File: src/rtl/cmp_arbiter.sv
// Round-robin arbiter that shares one registered unsigned magnitude comparator among N_REQ requesters.
// Optional per-requester grant statistics are enabled with `define CMP_ARB_STATS_EN.
module cmp_arbiter #(
  parameter int N_REQ = 4,
  parameter int W     = 16,
  parameter int ID_W  = 2
) (
  input  logic               clk,
  input  logic               rst_n,
  input  logic               en,
  input  logic [N_REQ-1:0]   req,
  input  logic [N_REQ*W-1:0] a_in,
  input  logic [N_REQ*W-1:0] b_in,
`ifdef CMP_ARB_STATS_EN
  input  logic [ID_W-1:0]    stat_sel,
  input  logic               stat_clr,
  output logic [15:0]        stat_cnt,
`endif
  output logic [N_REQ-1:0]   gnt,
  output logic               busy,
  output logic               res_valid,
  output logic [ID_W-1:0]    res_id,
  output logic               res_equal,
  output logic               res_lower,
  output logic               res_greater
);

  logic [N_REQ-1:0] gnt_r;
  logic [ID_W-1:0]  ptr_r;
  logic [W-1:0]     a_r;
  logic [W-1:0]     b_r;
  logic [ID_W-1:0]  id_r;
  logic             busy_r;
  logic             res_valid_r;
  logic [ID_W-1:0]  res_id_r;
  logic             res_equal_r;
  logic             res_lower_r;
  logic             res_greater_r;

  logic [N_REQ-1:0] elig_s;
  logic             sel_found_s;
  logic [ID_W-1:0]  sel_id_s;
  logic [ID_W:0]    sum_s;
  logic [ID_W-1:0]  idx_s;
  logic             hit_s;

  // Round-robin search starting just after the last granted index; the granted requester is masked.
  always_comb begin
    elig_s      = en ? (req & ~gnt_r) : {N_REQ{1'b0}};
    sel_found_s = 1'b0;
    sel_id_s    = {ID_W{1'b0}};
    sum_s       = {(ID_W+1){1'b0}};
    idx_s       = {ID_W{1'b0}};
    hit_s       = 1'b0;
    for (int j = 1; j <= N_REQ; j++) begin
      sum_s       = {1'b0, ptr_r} + (ID_W+1)'(j);
      sum_s       = (sum_s >= (ID_W+1)'(N_REQ)) ? (sum_s - (ID_W+1)'(N_REQ)) : sum_s;
      idx_s       = sum_s[ID_W-1:0];
      hit_s       = !sel_found_s && elig_s[idx_s];
      sel_id_s    = hit_s ? idx_s : sel_id_s;
      sel_found_s = sel_found_s | hit_s;
    end
  end

  // Grant stage latches the winner's operands; compare stage registers the result one edge later.
  always_ff @(posedge clk or negedge rst_n) begin
    if (!rst_n) begin
      gnt_r         <= {N_REQ{1'b0}};
      ptr_r         <= ID_W'(N_REQ-1);
      a_r           <= {W{1'b0}};
      b_r           <= {W{1'b0}};
      id_r          <= {ID_W{1'b0}};
      busy_r        <= 1'b0;
      res_valid_r   <= 1'b0;
      res_id_r      <= {ID_W{1'b0}};
      res_equal_r   <= 1'b0;
      res_lower_r   <= 1'b0;
      res_greater_r <= 1'b0;
    end else begin
      gnt_r       <= sel_found_s ? ({{(N_REQ-1){1'b0}}, 1'b1} << sel_id_s) : {N_REQ{1'b0}};
      res_valid_r <= |gnt_r;
      // busy mirrors the next-cycle value of |gnt | res_valid so it stays a plain register
      busy_r      <= sel_found_s | (|gnt_r);
      if (sel_found_s) begin
        ptr_r <= sel_id_s;
        a_r   <= a_in[sel_id_s*W +: W];
        b_r   <= b_in[sel_id_s*W +: W];
        id_r  <= sel_id_s;
      end else begin
        ptr_r <= ptr_r;
      end
      if (|gnt_r) begin
        res_id_r      <= id_r;
        res_equal_r   <= (a_r == b_r);
        res_lower_r   <= (a_r < b_r);
        res_greater_r <= (a_r > b_r);
      end else begin
        res_id_r <= res_id_r;
      end
    end
  end

  assign gnt         = gnt_r;
  assign busy        = busy_r;
  assign res_valid   = res_valid_r;
  assign res_id      = res_id_r;
  assign res_equal   = res_equal_r;
  assign res_lower   = res_lower_r;
  assign res_greater = res_greater_r;

`ifdef CMP_ARB_STATS_EN
  logic [15:0] cnt_r [N_REQ];
  logic [15:0] stat_cnt_r;

  // Saturating grant counters; clear takes priority over a same-edge increment.
  always_ff @(posedge clk or negedge rst_n) begin
    if (!rst_n) begin
      for (int i = 0; i < N_REQ; i++) cnt_r[i] <= 16'h0000;
      stat_cnt_r <= 16'h0000;
    end else begin
      for (int i = 0; i < N_REQ; i++) begin
        if (stat_clr) begin
          cnt_r[i] <= 16'h0000;
        end else if (sel_found_s && (int'(sel_id_s) == i) && (cnt_r[i] != 16'hFFFF)) begin
          cnt_r[i] <= cnt_r[i] + 16'h0001;
        end else begin
          cnt_r[i] <= cnt_r[i];
        end
      end
      stat_cnt_r <= (int'(stat_sel) < N_REQ) ? cnt_r[stat_sel] : 16'h0000;
    end
  end

  assign stat_cnt = stat_cnt_r;
`endif

endmodule

File: config.mk
export PLATFORM = sky130hd
export DESIGN_NAME = cmp_arbiter
export DESIGN_NICKNAME = d
export VERILOG_FILES = /design/src/rtl/cmp_arbiter.sv
export SDC_FILE = /design/constraint.sdc
export NUM_CORES = 1
export LEC_CHECK = 0
export CORE_AREA = 2 2 88 90
export CTS_BUF_LIST = sky130_fd_sc_hd__clkbuf_4 sky130_fd_sc_hd__clkbuf_8
export DETAILED_ROUTE_END_ITERATION = 10
export DIE_AREA = 0 0 90 92
export GPL_TIMING_DRIVEN = 0
export PLACE_DENSITY = 0.84
export SLEW_MARGIN = 20
export SYNTH_ARGS = -nofsm -noshare
export SYNTH_HDL_FRONTEND = slang
export SYNTH_SLANG_ARGS = --single-unit
File: constraint.sdc
create_clock -name clk -period 2 [get_ports clk]
set_input_delay 0.4 -clock clk [delete_from_list [all_inputs] [get_ports clk]]
set_output_delay 0.4 -clock clk [all_outputs]
set_load 0.01 [all_outputs]
==> results of run 1 <==
==> power breakdown <==
part	leakage (nW)	switching [W]	internal (W)	total, W
combinational	1.68	0.00158	0.00187	0.00345
clock	0.0408	0.000355	0.000250	0.000605
sequential	0.553	0.000266	0.00132	0.00159
total	2.27	0.00220	0.00345	0.00565
==> critical path, cell delays in order (launching register included) <==
cell	delay, ns
dfrtp_2	0.45
nor2b_4	0.17
a21oi_2	0.09
o41ai_4	0.32
buf_6	0.19
buf_12	0.16
buf_12	0.15
mux2i_1	0.28
a221oi_1	0.13
==> flip-flops by register name, indices dropped and copies added, names as in the netlist <==
| register | flops |
|---|---|
| a_r | 16 |
| b_r | 16 |
| busy | 1 |
| gnt | 4 |
| id_r | 2 |
| ptr_r | 2 |
| res_equal | 1 |
| res_greater | 1 |
| res_id | 2 |
| res_lower | 1 |
| res_valid | 1 |
==> Yosys cell counts <==
cell type	instances
mux2i_1	64
dfrtp_1	45
nand2_1	39
nor2_1	21
o221ai_1	20
inv_1	18
ha_1	16
a221oi_1	13
a21oi_1	10
clkbuf_1	9
buf_4	5
a21o_1	4
nand3_1	4
o21ai_0	4
and2_1	3
nand2b_1	3
nor2b_1	3
and3_1	2
buf_2	2
buf_6	2
dfstp_2	2
nand4_1	2
nor3_1	2
a211o_1	1
a22o_1	1
a31oi_1	1
and4_1	1
inv_2	1
nand3b_1	1
nor2b_2	1
nor3b_2	1
nor4_2	1
o21ai_1	1
o2bb2ai_1	1
o41ai_2	1
==> timing repair <==
action / CTS / global route
resized for setup: 54 / 63
cloned: 4 / 2
endpoints found under the setup margin: 35 / 37
hold buffers: 0 / 0
pin swaps: 12 / 15
setup buffers: 9 / 7
==> metal layers <==
layer  vias up  GRT usage  share of wire  routed length, um
met5         -          0              0                  0
met4         0     0.1333          0.048                525
met3        41    0.05834          0.059                656
met1      1568     0.2744           0.38               4179
li1       1465          -              -                  -
met2       160     0.4511           0.51               5680
==> logic make-up (layout without fill, tap and decap cells) <==
family / count (synthesis) / count (layout)
compound gates: 57 / 57
fa+ha+maj: 16 / 16
buf+inv: 37 / 210
flops: 47 / 47
mux: 64 / 64
simple gates: 84 / 84
==> metrics by stage <==
| stage | power [W] | area, um^2 | TNS [ns] | util | std cells |
|---|---|---|---|---|---|
| 4_1_cts | 0.005078 | 5074 | 0 | 0.6813 | 572 |
| 2_1_floorplan | 0.003056 | 3024 | 0 | - | 305 |
| 3_5_place_dp | 0.003941 | 4626 | -18.03 | 0.6211 | 553 |
| 6_report | 0.005646 | 5420 | -0.2294 | 0.7278 | 580 |
| 5_1_grt | 0.005943 | 5420 | -1.964 | 0.7278 | 580 |
| 3_3_place_gp | 0.003850 | 4603 | -46.12 | 0.6181 | 552 |
==> worst max path at each step <==
stage | start | end | slack, ns | cells past startpoint
global route | ptr_r[1]$_DFFE_PN1P_ | a_r[10]$_DFFE_PN0P_ | -0.14 | 8
global placement | rst_n | a_r[8]$_DFFE_PN0P_ | -0.66 | 1
detailed placement | req[1] | a_r[14]$_DFFE_PN0P_ | -0.54 | 8
floorplan | gnt[1]$_DFF_PN0_ | a_r[11]$_DFFE_PN0P_ | 0.24 | 7
CTS | req[2] | b_r[6]$_DFFE_PN0P_ | 0.001 | 8
finish | gnt[1]$_DFF_PN0_ | a_r[10]$_DFFE_PN0P_ | -0.07 | 8
==> area by class of cell <==
| cell class | count | area [um^2] |
|---|---|---|
| plain buffers | 16 | 191.4 |
| clock buffers | 5 | 68.82 |
| clock inverters | 3 | 23.77 |
| fillers | 499 | 2027 |
| inverters | 19 | 71.32 |
| multi-input cells | 221 | 1981 |
| flip-flops and latches | 47 | 1182 |
| well taps | 102 | 127.6 |
| repair buffers | 167 | 1774 |
==> flow_summary.json, run 1 <==
{
  "io_buffers": 145,
  "timing.final.crit_share": 1.037,
  "netlist.top_cell.by_area": "dfrtp_1",
  "p_leak_nw": 2.270,
  "hold_class": "in2async",
  "worstRegToRegCells": 8,
  "start_util": 0.4061,
  "clk_path_buf_depth": 2,
  "synth_nets": 456,
  "r2r_start": "gnt[1]$_DFF_PN0_",
  "wl_um": 11040,
  "cts_sinks": 47,
  "ys_ff_latch": 47,
  "post_route_cells_drive_above_1_share": 0.2050,
  "finClkSkew_ns": 0.01214,
  "tightest_slew_ns": 0.5448,
  "antenna_cells": 0,
  "critPathArrivalTime_ns": 2.26,
  "grt_usage": 0.2507,
  "synth_top_family_by_area": "multiplexers",
  "rsz0062_at_grt": "true",
  "clk_latency_ns": 0.31,
  "viasPerCell": 5.576,
  "die_area_um2": 8280,
  "syn_area_um2": 3024,
  "drt_iter0_markers": 216,
  "synth_xor_xnor_area_share": 0,
  "violations": "setup timing",
  "drtPass1Iterations": 4,
  "synth_adder_area_share": 0.06620,
  "die_w_um": 90,
  "grt_pass1_wl_um": 16420,
  "status": "complete, but fails checks",
  "cts-root-buf": "clkbuf_8",
  "core-area_um2": 7447,
  "fmax_ghz": 0.4821,
  "yosys_warnings": 0,
  "crit_required_ns": 2.18,
  "final_max_slew_viol_count": 0,
  "setup_viol": 11,
  "path_max_fanout": 6,
  "grt_overflow": 0,
  "synth-compound-area-share": 0.1465,
  "fin_nets": 628,
  "vias": 3234,
  "io_pins": 146,
  "muxShareOfSynthArea": 0.2118,
  "die_y_um": 92,
  "final_common_cell": "clkdlybuf4s50_1",
  "hold_slack_ns": 0.05528,
  "h-tree-depth": 2,
  "path_clk_slew_ns": 0.10,
  "layout_setup_ws_ns": -0.07417,
  "cts_tree": "yes",
  "post_drt_wl_per_cell_um": 19.04,
  "ir_worst_vdd_mv": 0.4494,
  "numCtsBuffers": 5,
  "antenna_left": 0,
  "synthTopCellsByArea": "dfrtp_1 (37%), mux2i_1 (21%), ha_1 (6.6%)",
  "crit_type": "reg2reg",
  "power.density_nw_per_um2": 1042,
  "place_congestion": 0.8138,
  "start_kind": "flop",
  "placementRows": 32,
  "hpwl_um": 7340,
  "regToRegEndpoint": "a_r[10]$_DFFE_PN0P_",
  "syn_inst": 305,
  "timing.max_cap.violations": 0,
  "end_kind": "flop",
  "grt_antenna_before_repair": 0,
  "area_delta_synth_final_pct": 79.23,
  "reg2reg_slack_ns": -0.07,
  "final_cell_mix": "clkdlybuf4s50_1 (140), mux2i_1 (51), dfrtp_1 (42), nand2_1 (38), nor2_1 (19)",
  "route.detailed.drc": 0,
  "pre_cts_ws_ns": -0.5366,
  "yosysSeqAreaShare": 0.3897,
  "grt_pass1_vias": 3466,
  "synth.avg_cell_area_um2": 9.915,
  "synth_top_area_frac": 0.3724,
  "grt_max_degree": 26,
  "hold_viol_final": 0,
  "maxSlewHeadroom": 0.6368,
  "period_needed_ns": 2.074,
  "synth.distinct_cells": 35,
  "synthSimpleGateAreaFrac": 0.1278
}
Power figures use the tool's default switching activity.
==> inputs of run 2 (changes only) <==
RECOVER_POWER = 100   (was not set)
==> run 2 against run 1 <==
Net effect:
- the run still ends with setup timing left
- die area unchanged
- setup slack gained 0.0016 ns
- clock power about the same
- cell count stayed put
- sequential share of layout area grew 0.096 points
- clock skew down 0.00070 ns
- non-clock buffer count unchanged
- register-to-register slack hardly changed
- critical path type unchanged
- critical endpoint unchanged
- largest power group unchanged
==> flow_summary.json, run 2 (same netlist as run 1, synthesis figures left out) <==
{
  "status": "complete, but fails checks",
  "violations": "setup timing",
  "start_util": 0.4061,
  "die_area_um2": 8280,
  "drtPass1Iterations": 4,
  "end_kind": "flop",
  "setup_viol": 11,
  "fillerInstances": 503,
  "grt_antenna_before_repair": 0,
  "final_common_cell": "clkdlybuf4s50_1",
  "die_y_um": 92,
  "grt_overflow": 0,
  "crit_required_ns": 2.18,
  "grt_pass1_vias": 3466,
  "finClkSkew_ns": 0.01144,
  "core-area_um2": 7447,
  "cts-root-buf": "clkbuf_8",
  "path_max_fanout": 6,
  "route.detailed.drc": 0,
  "final_max_slew_viol_count": 0,
  "critPathArrivalTime_ns": 2.26,
  "grt_usage": 0.2507,
  "fmax_ghz": 0.4825,
  "cts_sinks": 47,
  "final_area_um2": 5396,
  "die_w_um": 90,
  "grt_pass1_wl_um": 16420,
  "hold_slack_ns": 0.2886,
  "rsz0062_at_grt": "true",
  "layout_setup_ws_ns": -0.07261,
  "place_congestion": 0.8138,
  "power.density_nw_per_um2": 1044,
  "crit_type": "reg2reg",
  "start_kind": "flop",
  "antenna_left": 0,
  "place_area_um2": 4626,
  "pre_cts_ws_ns": -0.5366,
  "path_clk_slew_ns": 0.10,
  "ir_worst_vdd_mv": 0.4495,
  "viasPerCell": 5.571,
  "timing.max_cap.violations": 0,
  "post_drt_wl_per_cell_um": 19.04,
  "area_delta_synth_final_pct": 78.44,
  "final_core_util": 0.7246,
  "maxSlewHeadroom": 0.2205,
  "grt_max_degree": 26,
  "post_route_cells_drive_above_1_share": 0.2029,
  "wl_um": 11040,
  "numCtsBuffers": 5,
  "timing.final.crit_share": 1.036,
  "period_needed_ns": 2.073,
  "fin_nets": 628,
  "tightest_slew_ns": 1.169,
  "hpwl_um": 7340,
  "placementRows": 32,
  "p_leak_nw": 2.258,
  "io_buffers": 145,
  "vias": 3231,
  "cts_tree": "yes",
  "tns_ns": -0.2279,
  "clk_latency_ns": 0.31,
  "final_cell_mix": "clkdlybuf4s50_1 (138), mux2i_1 (51), dfrtp_1 (42), nand2_1 (38), nor2_1 (19)",
  "drt_iter0_markers": 216,
  "io_pins": 146,
  "hold_class": "in2async",
  "clk_path_buf_depth": 2,
  "ctsHoldBuffers": 0,
  "h-tree-depth": 2,
  "reg2reg_slack_ns": -0.07,
  "antenna_cells": 0,
  "hold_viol_final": 0
}
run 2: layout make-up:
| cell class | instances | area (um^2) | area share |
|---|---|---|---|
| Clock buffer | 5 | 68.82 | 0.01275 |
| Buffer | 16 | 191.4 | 0.03547 |
| Clock inverter | 3 | 23.77 | 0.004405 |
| Multi-Input combinational cell | 221 | 1981 | 0.3670 |
| Timing Repair Buffer | 167 | 1750 | 0.3244 |
| Tap cell | 102 | 127.6 | 0.02365 |
| Sequential cell | 47 | 1182 | 0.2191 |
| Inverter | 19 | 71.32 | 0.01322 |
run 2: repair_timing:
item	4_1_cts	5_1_grt
hold endpoints to repair	0	0
gates resized for setup	54	63
cloned	4	2
pin swaps	12	15
endpoints found under the setup margin	35	37
buffers inserted	9	7
run 2: power by group:
part	internal (W)	total (W)	switching, W
logic	0.00186	0.00344	0.00157
registers	0.00132	0.00159	0.000266
clock network	0.000250	0.000604	0.000354
run 2: critical path: stages (launching register included):
cell and delay, ns:
dfrtp_2 0.45, nor2b_4 0.17, a21oi_2 0.09, o41ai_4 0.32, buf_6 0.19, buf_12 0.16
buf_12 0.15, mux2i_1 0.28, a221oi_1 0.13
run 2: per-stage QoR:
step	total power (W)	instances
after global placement	0.003850	552
after global routing	0.005930	580
final	0.005631	580
after detailed placement	0.003941	553
after CTS	0.005078	572
after floorplan	0.003056	305
run 2: final timing paths:
kind                                  startpoint                    end  cells after the start
min in group clk           res_id[0]$_DFFE_PN0P_  res_id[0]$_DFFE_PN0P_                      2
setup reg to reg                gnt[1]$_DFF_PN0_    a_r[10]$_DFFE_PN0P_                      8
max in group asynchronous                  rst_n       gnt[3]$_DFF_PN0_                      2
hold reg to reg            res_id[0]$_DFFE_PN0P_  res_id[0]$_DFFE_PN0P_                      2
setup / recovery                gnt[1]$_DFF_PN0_    a_r[10]$_DFFE_PN0P_                      8
hold / removal                             rst_n         busy$_DFF_PN0_                      1
run 2: metal layers:
metal  routed length, um  share of wire  up-vias  track usage
met5                   0              0        -            0
met4                 526          0.048        0       0.1333
met1                4186           0.38     1566       0.2744
li1                    -              -     1465            -
met3                 650          0.059       43      0.05834
met2                5679           0.51      157       0.4511
==> inputs of run 3 (changes only) <==
CTS_CLUSTER_SIZE = 40   (was not set)
==> results of run 3 <==
No change in the layout: final DEF, timing and power equal those of run 2.
